**config.mk**
```make
export PLATFORM = sky130hd
export DESIGN_NAME = sudoku_input_ctrl
export DESIGN_NICKNAME = d
export VERILOG_FILES = /design/src/rtl/sudoku_pkg.sv /design/src/rtl/sudoku_input_ctrl_btn_edge.sv /design/src/rtl/sudoku_input_ctrl.sv
export SDC_FILE = /design/constraint.sdc
export NUM_CORES = 1
export LEC_CHECK = 0
export CAP_MARGIN = 20
export CELL_PAD_IN_SITES_DETAIL_PLACEMENT = 0
export CELL_PAD_IN_SITES_GLOBAL_PLACEMENT = 1
export CORE_MARGIN = 4
export CORE_UTILIZATION = 36
export DETAILED_ROUTE_END_ITERATION = 7
export PLACE_DENSITY_LB_ADDON = 0.1
export SLEW_MARGIN = 15
export SYNTH_ARGS = -nofsm -noshare
export SYNTH_HDL_FRONTEND = slang
export SYNTH_HIERARCHICAL = 1
export SYNTH_SLANG_ARGS = --single-unit
```
**constraint.sdc**
```tcl
create_clock -name clka -period 2.3 [get_ports clka]
set_input_delay 0.46 -clock clka [delete_from_list [all_inputs] [get_ports clka]]
set_output_delay 0.46 -clock clka [all_outputs]
set_load 0.01 [all_outputs]
```
**src/rtl/sudoku_pkg.sv**
```systemverilog
// Shared types and constants for the Sudoku player input controller.
// Board geometry, FSM state encoding, button indices and the action picker.
package sudoku_pkg;

  localparam int CELL_W      = 3;
  localparam int IDX_W       = 4;
  localparam int BOARD_CELLS = 16;
  localparam int NUM_BTN     = 5;

  localparam int BTN_RIGHT  = 0;
  localparam int BTN_DOWN   = 1;
  localparam int BTN_INC    = 2;
  localparam int BTN_COMMIT = 3;
  localparam int BTN_CHECK  = 4;

  typedef enum logic [2:0] {
    IDLE,
    EDIT,
    WRITE,
    CHECK,
    WAIT_RES,
    DONE
  } state_t;

  typedef enum logic [2:0] {
    ACT_NONE,
    ACT_RIGHT,
    ACT_DOWN,
    ACT_INC,
    ACT_COMMIT,
    ACT_CHECK
  } action_t;

  // Only the highest-priority edge survives; lower ones are dropped.
  function automatic action_t pick_action(input logic [NUM_BTN-1:0] e);
    if (e[BTN_CHECK])  return ACT_CHECK;
    if (e[BTN_COMMIT]) return ACT_COMMIT;
    if (e[BTN_RIGHT])  return ACT_RIGHT;
    if (e[BTN_DOWN])   return ACT_DOWN;
    if (e[BTN_INC])    return ACT_INC;
    return ACT_NONE;
  endfunction

endpackage

```
**src/rtl/sudoku_input_ctrl_btn_edge.sv**
```systemverilog
// Push-button conditioner: 2-flop synchronizer, optional debounce
// (SUDOKU_DEBOUNCE_EN) and registered rising-edge pulse.
module btn_edge #(
  parameter int DEBOUNCE_CYCLES = 16
) (
  input  logic clka,
  input  logic restart,
  input  logic lvl,
  output logic rise
);

  logic sync_p0;
  logic sync_p1;
  logic lvl_p2;
  logic rise_p3;
  logic stable;

`ifdef SUDOKU_DEBOUNCE_EN
  localparam int CNT_W = $clog2(DEBOUNCE_CYCLES + 1);

  logic [CNT_W-1:0] cnt;
  logic             deb;

  // Debounced level flips only after DEBOUNCE_CYCLES consecutive disagreeing samples.
  always_ff @(posedge clka) begin
    if (restart) begin
      cnt <= '0;
      deb <= 1'b0;
    end else if (sync_p1 != deb) begin
      if (cnt == CNT_W'(DEBOUNCE_CYCLES - 1)) begin
        deb <= sync_p1;
        cnt <= '0;
      end else begin
        cnt <= cnt + 1'b1;
      end
    end else begin
      cnt <= '0;
    end
  end

  assign stable = deb;
`else
  assign stable = sync_p1;
`endif

  always_ff @(posedge clka) begin
    if (restart) begin
      sync_p0 <= 1'b0;
      sync_p1 <= 1'b0;
      lvl_p2  <= 1'b0;
      rise_p3 <= 1'b0;
    end else begin
      // p0/p1: metastability synchronizer
      sync_p0 <= lvl;
      sync_p1 <= sync_p0;
      // p2/p3: delayed level and registered rising edge
      lvl_p2  <= stable;
      rise_p3 <= stable & ~lvl_p2;
    end
  end

  assign rise = rise_p3;

endmodule

```
**src/rtl/sudoku_input_ctrl.sv**
```systemverilog
// Player-side initiator for the 4x4 Sudoku datapath: buttons -> cursor/value
// edits, write strobes and check requests. Optional debounce: SUDOKU_DEBOUNCE_EN.
module sudoku_input_ctrl
  import sudoku_pkg::*;
#(
  parameter int MAX_VAL         = 4,
  parameter int DEBOUNCE_CYCLES = 16
) (
  input  logic                   clka,
  input  logic                   restart,
  input  logic                   board_ready,
  input  logic                   btn_right,
  input  logic                   btn_down,
  input  logic                   btn_inc,
  input  logic                   btn_commit,
  input  logic                   btn_check,
  input  logic [BOARD_CELLS-1:0] fill_flag,
  input  logic                   result_valid,
  input  logic                   solved,
  output logic [IDX_W-1:0]       reg_choose,
  output logic [CELL_W-1:0]      value_inp,
  output logic                   register_inp_flag,
  output logic                   dp_check,
  output logic                   write_err,
  output logic                   try_again_flag,
  output logic                   won,
  output logic [IDX_W-1:0]       cursor,
  output logic [CELL_W-1:0]      pend_val
);

  localparam int HALF_W = IDX_W / 2;

  logic [NUM_BTN-1:0] btn_lvl;
  logic [NUM_BTN-1:0] btn_rise;
  action_t            act;

  assign btn_lvl[BTN_RIGHT]  = btn_right;
  assign btn_lvl[BTN_DOWN]   = btn_down;
  assign btn_lvl[BTN_INC]    = btn_inc;
  assign btn_lvl[BTN_COMMIT] = btn_commit;
  assign btn_lvl[BTN_CHECK]  = btn_check;

  for (genvar g = 0; g < NUM_BTN; g++) begin : g_btn
    btn_edge #(
      .DEBOUNCE_CYCLES(DEBOUNCE_CYCLES)
    ) u_btn_edge (
      .clka   (clka),
      .restart(restart),
      .lvl    (btn_lvl[g]),
      .rise   (btn_rise[g])
    );
  end

  assign act = pick_action(btn_rise);

  state_t              state_q, state_n;
  logic [IDX_W-1:0]    cursor_q, cursor_n;
  logic [CELL_W-1:0]   pend_q, pend_n;
  logic [IDX_W-1:0]    reg_choose_q, reg_choose_n;
  logic [CELL_W-1:0]   value_q, value_n;
  logic                write_err_q, write_err_n;
  logic                try_again_q, try_again_n;

  logic [HALF_W-1:0]   row, col;

  assign row = cursor_q[IDX_W-1:HALF_W];
  assign col = cursor_q[HALF_W-1:0];

  always_comb begin
    state_n      = state_q;
    cursor_n     = cursor_q;
    pend_n       = pend_q;
    reg_choose_n = reg_choose_q;
    value_n      = value_q;
    write_err_n  = 1'b0;
    try_again_n  = 1'b0;

    unique case (state_q)
      IDLE: begin
        if (board_ready) state_n = EDIT;
      end

      EDIT: begin
        unique case (act)
          ACT_CHECK: state_n = CHECK;
          ACT_COMMIT: begin
            if (fill_flag[cursor_q]) begin
              write_err_n = 1'b1;
            end else begin
              state_n      = WRITE;
              reg_choose_n = cursor_q;
              value_n      = pend_q;
            end
          end
          ACT_RIGHT: begin
            cursor_n = {row, col + HALF_W'(1)};
            pend_n   = '0;
          end
          ACT_DOWN: begin
            cursor_n = {row + HALF_W'(1), col};
            pend_n   = '0;
          end
          ACT_INC: begin
            pend_n = (pend_q == CELL_W'(MAX_VAL)) ? '0 : pend_q + CELL_W'(1);
          end
          default: ;
        endcase
      end

      WRITE: state_n = EDIT;

      CHECK: state_n = WAIT_RES;

      // Button edges arriving here are simply not looked at, so they are lost.
      WAIT_RES: begin
        if (result_valid) begin
          if (solved) begin
            state_n = DONE;
          end else begin
            try_again_n = 1'b1;
            state_n     = EDIT;
          end
        end
      end

      DONE: ;

      default: state_n = IDLE;
    endcase
  end

  always_ff @(posedge clka) begin
    if (restart) begin
      state_q      <= IDLE;
      cursor_q     <= '0;
      pend_q       <= '0;
      reg_choose_q <= '0;
      value_q      <= '0;
      write_err_q  <= 1'b0;
      try_again_q  <= 1'b0;
    end else begin
      state_q      <= state_n;
      cursor_q     <= cursor_n;
      pend_q       <= pend_n;
      reg_choose_q <= reg_choose_n;
      value_q      <= value_n;
      write_err_q  <= write_err_n;
      try_again_q  <= try_again_n;
    end
  end

  assign reg_choose        = reg_choose_q;
  assign value_inp         = value_q;
  assign register_inp_flag = (state_q == WRITE);
  assign dp_check          = (state_q == CHECK);
  assign won               = (state_q == DONE);
  assign write_err         = write_err_q;
  assign try_again_flag    = try_again_q;
  assign cursor            = cursor_q;
  assign pend_val          = pend_q;

endmodule
```
==> metrics.txt, run 1 <==
Final period util 0.874; DRT Pass-1 Iters 4; Psw 291 uW; IO Port Bufs 44; Area after DPL 2190 um^2; syn_area_per_cell 10.3 um^2; Ports 45; Starting Density 0.379; LEAKAGE 0.000807 uW; Post-Place Cells 258; CP startpoint state_q[2]; post-synthesis sequential area ratio 0.467; Max Clock Freq 0.498 GHz; Synth Warn # 6; Rel. slew slack 0.664; outcome finished, final reports clean; Hold Buf Count CTS 0; num rows 24; Final min period 2.01 ns; Slew @ Worst Pin 0.492 ns; CTS tree yes; worst IR drop on VDD 392 uV; initial antenna violation count 0; Comb power frac 0.090; htree depth 2; CP endpoint kind primary output; TritonCTS Sinks 39; root buf cell clkbuf_8; dpl hpwl 2.51 mm; GP Congestion 0.796; first-pass GRT wire length 5.79 mm; Final Hold Vio Count 0; CTS clk-pin slew, worst paths 0.07 ns; CP Max Fanout 11; Area Overhead vs Synth 39.0%; routed wire length 3.40 mm; proportion of synthesized area in mux cells 0.0987; # diodes 0; Setup-failing EPs final 0; Req. time, crit path 1.84 ns; flops & latches, synth 39; die width 76.2 um; GR Util All Layers 0.119; Mapped Cells 162; post-route insts no fill 266; fillcell total 402; TritonCTS buffer count 5; Clock Latency Late Sink 0.28 ns; Remaining Overflow, GRT 0; post-route ant nets 0; Compound-Gate Fraction of Synth Area 0.0636; crit path kind flip-flop to primary output; startpoint types flip-flop; design area 2330 um^2; share of layout cells above drive strength 1 0.136; RSZ-0062 raised after global routing false; post-CTS setup buffers 0; Pint 1210 uW; Post-Synth Simple-Gate Area 0.301; Cell Pwr Density 645 nW/um^2; largest family of logic cells by synthesized area simple AND/OR/NAND/NOR gates; sw frac 0.194; die height 76.2 um; core footprint 4410 um^2; xor/xnor share of the synthesized area 0.0209; via count 1,275; max-cap violation count 0; die area 5800 um^2; Clk pwr share 0.439; CTS resizes 0; min-delay worst type flip-flop to flip-flop; Slew Limit Fails 0; Max Buffers Root-to-Sink 2; total area of sequential cells 782 um^2; Adder-Cell Fraction of Synth Area 0.0150; Distinct cells, synth 44; 1st-iter DRT viols 57; vias per cell 4.79; largest net degree at the start of global routing 46; Mapped Nets 190; multi-input logic area 841 um^2; register share of total power 0.471; DR WL/cell 12.8 um; CP arrival 1.55 ns; residual DRC count 0; Total Nets Final 241; vias in the first global route 1,259; Reg2Reg Launch Point cursor[2]; synthesized area 1670 um^2; Final Skew 0.00726 ns; hold_sp g_btn[2].u_btn_edge/lvl_p2
## layout make-up
class                           instances  share of cell area
Sequential cell                        39               0.336
Tap cell                               52              0.0280
Multi-Input combinational cell        114               0.361
Inverter                                4             0.00646
Clock inverter                          2              0.0258
Timing Repair Buffer                   49               0.211
Clock buffer                            6              0.0312
## through the flow
step,power [uW],hold slack [ns],TNS [ns],utilization,setup slack [ns]
after CTS,1520,0.406,0,0.525,0.0478
after global routing,1570,0.413,0,0.527,0.122
after detailed placement,858,0.400,-0.146,0.495,-0.146
after global placement,854,0.394,-0.0910,0.495,-0.0910
after floorplan,786,0.387,0,-,0.519
final,1500,0.404,0,0.527,0.290
## final timing paths
| path | cells after the start | slack [ns] | endpoint |
|---|---|---|---|
| worst max register to register | 6 | 0.30 | value_inp[2] |
| worst min register to register | 1 | 0.40 | g_btn[2].u_btn_edge/rise |
| worst max-delay path | 2 | 0.29 | won |
| worst min-delay path | 1 | 0.40 | g_btn[2].u_btn_edge/rise |
## metal layers
metal | GRT usage | routed length, um | vias to the layer above
met2 | 0.191 | 1690 | 27
met1 | 0.151 | 1500 | 582
met5 | 0 | 0 | -
li1 | - | - | 664
met3 | 0.0331 | 193 | 2
met4 | 0.0472 | 24 | 0
## state kept, by name (all words and copies together), names as in the netlist
name	count
cursor	4
g_btn.u_btn_edge/lvl_p2	5
g_btn.u_btn_edge/rise	5
g_btn.u_btn_edge/stable	5
g_btn.u_btn_edge/sync_p0	5
pend_val	3
reg_choose	4
state_q	3
try_again_flag	1
value_inp	3
write_err	1
## power groups by stage
stage	Sequential (uW)	Clock, uW	Combinational (uW)
6_report	707	658	135
5_1_grt	710	711	148
2_1_floorplan	717	0	68.2
3_3_place_gp	722	0	132
3_5_place_dp	722	0	135
4_1_cts	707	680	136
## cells in the final DEF, fill, tap and decap left out, types with 2 or more instances in the layout
| cell | n |
|---|---|
| a21oi_1 | 4 |
| a31oi_1 | 2 |
| buf_4 | 4 |
| bufinv_16 | 2 |
| clkbuf_8 | 5 |
| clkdlybuf4s50_1 | 44 |
| dfxtp_1 | 38 |
| ha_1 | 2 |
| inv_1 | 4 |
| mux2_2 | 2 |
| mux2i_1 | 12 |
| nand2_1 | 7 |
| nand2b_1 | 11 |
| nand3_1 | 3 |
| nand3b_1 | 3 |
| nor2_1 | 11 |
| nor2b_1 | 15 |
| nor3_1 | 5 |
| nor3b_1 | 4 |
| nor3b_2 | 5 |
| nor4_1 | 2 |
| o21ai_0 | 2 |
| xor2_1 | 3 |
## Yosys cell counts, drive strengths merged
cell / instances / area share
buf: 4 / 0.023
o31ai: 1 / 0.0045
inv: 4 / 0.0090
xor2: 3 / 0.016
and3: 2 / 0.0082
a2111oi: 1 / 0.0052
ha: 2 / 0.015
nand3b: 3 / 0.013
nor4: 3 / 0.011
a21boi: 1 / 0.0045
nor2b: 15 / 0.056
clkbuf: 1 / 0.0022
o21bai: 1 / 0.0045
nor2: 11 / 0.025
nand2b: 11 / 0.041
mux4: 1 / 0.013
nand2: 7 / 0.016
nand3: 3 / 0.0090
a211o: 1 / 0.0052
mux2i: 12 / 0.072
a221oi: 1 / 0.0090
o21ai: 3 / 0.011
and2b: 1 / 0.0052
nor3b: 9 / 0.055
nor3: 6 / 0.025
mux2: 2 / 0.013
nor4b: 1 / 0.0052
xnor2: 1 / 0.0052
nand4b: 1 / 0.0052
nand4: 1 / 0.0037
a31oi: 2 / 0.0075
dfxtp: 39 / 0.47
or3b: 2 / 0.012
a21oi: 4 / 0.012
or2b: 2 / 0.0097
## worst max-delay path, stage by stage, from the launching register on
cell and delay, ns:
dfxtp_1 0.51, and3_2 0.24, clkdlybuf4s50_1 0.52
## cells by family after synthesis
family | after synthesis
and+or+nand+nor | 78
DFF | 39
AOI/OAI and AO/OA | 15
muxes | 15
buffers and inverters | 9
xor gates and xnor gates | 4
adders and majority gates | 2
No activity file was read; power rests on OpenSTA's default activity.
==> inputs of run 2 (changes only) <==
--- a/config.mk
+++ b/config.mk
@@ -8,6 +8,7 @@
 export CAP_MARGIN = 20
 export CELL_PAD_IN_SITES_DETAIL_PLACEMENT = 0
 export CELL_PAD_IN_SITES_GLOBAL_PLACEMENT = 1
+export CORE_ASPECT_RATIO = 0.75
 export CORE_MARGIN = 4
 export CORE_UTILIZATION = 36
 export DETAILED_ROUTE_END_ITERATION = 7
@@ -17,3 +18,4 @@
 export SYNTH_HDL_FRONTEND = slang
 export SYNTH_HIERARCHICAL = 1
 export SYNTH_SLANG_ARGS = --single-unit
+export TNS_END_PERCENT = 5
==> metrics.txt, run 2 (same netlist as run 1, synthesis figures left out) <==
outcome finished, final reports clean (unchanged); commonest non-fill, non-tap cell in the layout clkdlybuf4s50_1 (unchanged); CP Max Fanout 11 (unchanged); RSZ-0062 raised after global routing false (unchanged); Hold Buf Count CTS 0 (unchanged); crit path kind flip-flop to primary output (unchanged); most frequent cells in the layout 44 x clkdlybuf4s50_1, 39 x dfxtp_1, 15 x nor2b_1 (was 44 x clkdlybuf4s50_1, 38 x dfxtp_1, 15 x nor2b_1); htree depth 2 (unchanged); Setup-failing EPs final 0 (unchanged); Area after DPL 2180 um^2 (was 2190 um^2); die width 86.7 um (was 76.2 um); setup ws final 0.258 ns (was 0.290 ns); Final Hold Vio Count 0 (unchanged); startpoint types flip-flop (unchanged); root buf cell clkbuf_8 (unchanged); Rel. slew slack 0.643 (was 0.664); Cell Pwr Density 614 nW/um^2 (was 645 nW/um^2); first-pass GRT wire length 5.66 mm (was 5.79 mm); 1st-iter DRT viols 57 (unchanged); Total Nets Final 240 (was 241); Max Buffers Root-to-Sink 2 (unchanged); Final min period 2.04 ns (was 2.01 ns); min-delay worst type flip-flop to flip-flop (unchanged); die height 67.0 um (was 76.2 um); DRT Pass-1 Iters 4 (unchanged); vias per cell 4.86 (was 4.79); Design Power 1420 uW (was 1500 uW); max-cap violation count 0 (unchanged); Final Core Density 0.517 (was 0.527); routed wire length 3.33 mm (was 3.40 mm); LEAKAGE 0.000797 uW (was 0.000807 uW); worst IR drop on VDD 401 uV (was 392 uV); Ports 45 (unchanged); Starting Density 0.375 (was 0.379); Final Skew 0.00607 ns (was 0.00726 ns); Clock Latency Late Sink 0.29 ns (was 0.28 ns); initial antenna violation count 0 (unchanged); largest net degree at the start of global routing 46 (unchanged); IO Port Bufs 44 (unchanged); design area 2310 um^2 (was 2330 um^2); Area Overhead vs Synth 38.0% (was 39.0%); # diodes 0 (unchanged); TritonCTS buffer count 5 (unchanged); CP arrival 1.58 ns (was 1.55 ns); residual DRC count 0 (unchanged); Max Clock Freq 0.490 GHz (was 0.498 GHz); TritonCTS Sinks 39 (unchanged); die area 5810 um^2 (was 5800 um^2); share of layout cells above drive strength 1 0.131 (was 0.136); hold slack 0.401 ns (was 0.404 ns); CTS tree yes (unchanged); dpl hpwl 2.42 mm (was 2.51 mm); num rows 21 (was 24); Final period util 0.888 (was 0.874); DR WL/cell 12.3 um (was 12.8 um); Slew @ Worst Pin 0.521 ns (was 0.492 ns); Req. time, crit path 1.84 ns (about the same); core footprint 4470 um^2 (was 4410 um^2); GP Congestion 0.721 (was 0.796); CP endpoint kind primary output (unchanged); worst slack, placed -0.155 ns (was -0.146 ns); CTS clk-pin slew, worst paths 0.07 ns (about the same); GR Util All Layers 0.127 (was 0.119); post-route ant nets 0 (unchanged); Remaining Overflow, GRT 0 (unchanged); vias in the first global route 1,260 (was 1,259); Slew Limit Fails 0 (unchanged); via count 1,311 (was 1,275)
-- run 2: through the flow --
stage | setup TNS, ns | cells
after floorplan | 0 | 162
after global placement | -0.0873 | 262
after detailed placement | -0.299 | 262
after CTS | 0 | 270
after global routing | 0 | 270
final | 0 | 270
-- run 2: final cells by class --
type | instances | area (um^2)
Clock inverter | 2 | 35.0
Inverter | 4 | 15.0
Timing Repair Buffer | 48 | 483
Clock buffer | 6 | 82.6
Fill cell | 426 | 2160
Tap cell | 57 | 71.3
Multi-Input combinational cell | 114 | 841
Sequential cell | 39 | 781
-- run 2: metal layers --
| layer | wire, um | GRT usage | part of all wire |
|---|---|---|---|
| met1 | 1570 | 0.155 | 0.47 |
| met2 | 1490 | 0.198 | 0.45 |
| met3 | 255 | 0.0569 | 0.077 |
| met4 | 17 | 0.0409 | 0.0051 |
| met5 | 0 | 0 | 0 |
-- run 2: report_power, final --
part / switching (uW) / internal (uW) / total (uW) / leakage, uW
registers: 14.6 / 692 / 707 / 0.000318
logic: 52.4 / 81.9 / 134 / 0.000418
clock network: 226 / 351 / 577 / 0.0000612
-- run 2: worst paths after layout --
kind	startpoint	endpoint	slack, ns	cells past startpoint
setup / recovery	state_q[2]	won	0.26	2
hold / removal	g_btn[4].u_btn_edge/lvl_p2	g_btn[4].u_btn_edge/rise	0.40	1
setup reg to reg	cursor[2]	state_q[0]	0.31	7
hold reg to reg	g_btn[4].u_btn_edge/lvl_p2	g_btn[4].u_btn_edge/rise	0.40	1
-- run 2: critical path, cell delays in order, from the launching register on --
cell	delay (ns)
dfxtp_1	0.53
and3_2	0.24
clkdlybuf4s50_1	0.52
-- run 2: timing repair --
| action | CTS | global route |
|---|---|---|
| setup endpoints to repair | 0 | 1 |
| resized for setup | 0 | 1 |
| buffers inserted | 0 | 0 |
==> inputs of run 3 (changes only) <==
--- a/config.mk
+++ b/config.mk
@@ -5,7 +5,7 @@
 export SDC_FILE = /design/constraint.sdc
 export NUM_CORES = 1
 export LEC_CHECK = 0
-export CAP_MARGIN = 20
+export CAP_MARGIN = 30
 export CELL_PAD_IN_SITES_DETAIL_PLACEMENT = 0
 export CELL_PAD_IN_SITES_GLOBAL_PLACEMENT = 1
 export CORE_ASPECT_RATIO = 0.75
==> results of run 3 <==
Same layout as run 2: the final DEF is identical, and so are final timing and power.
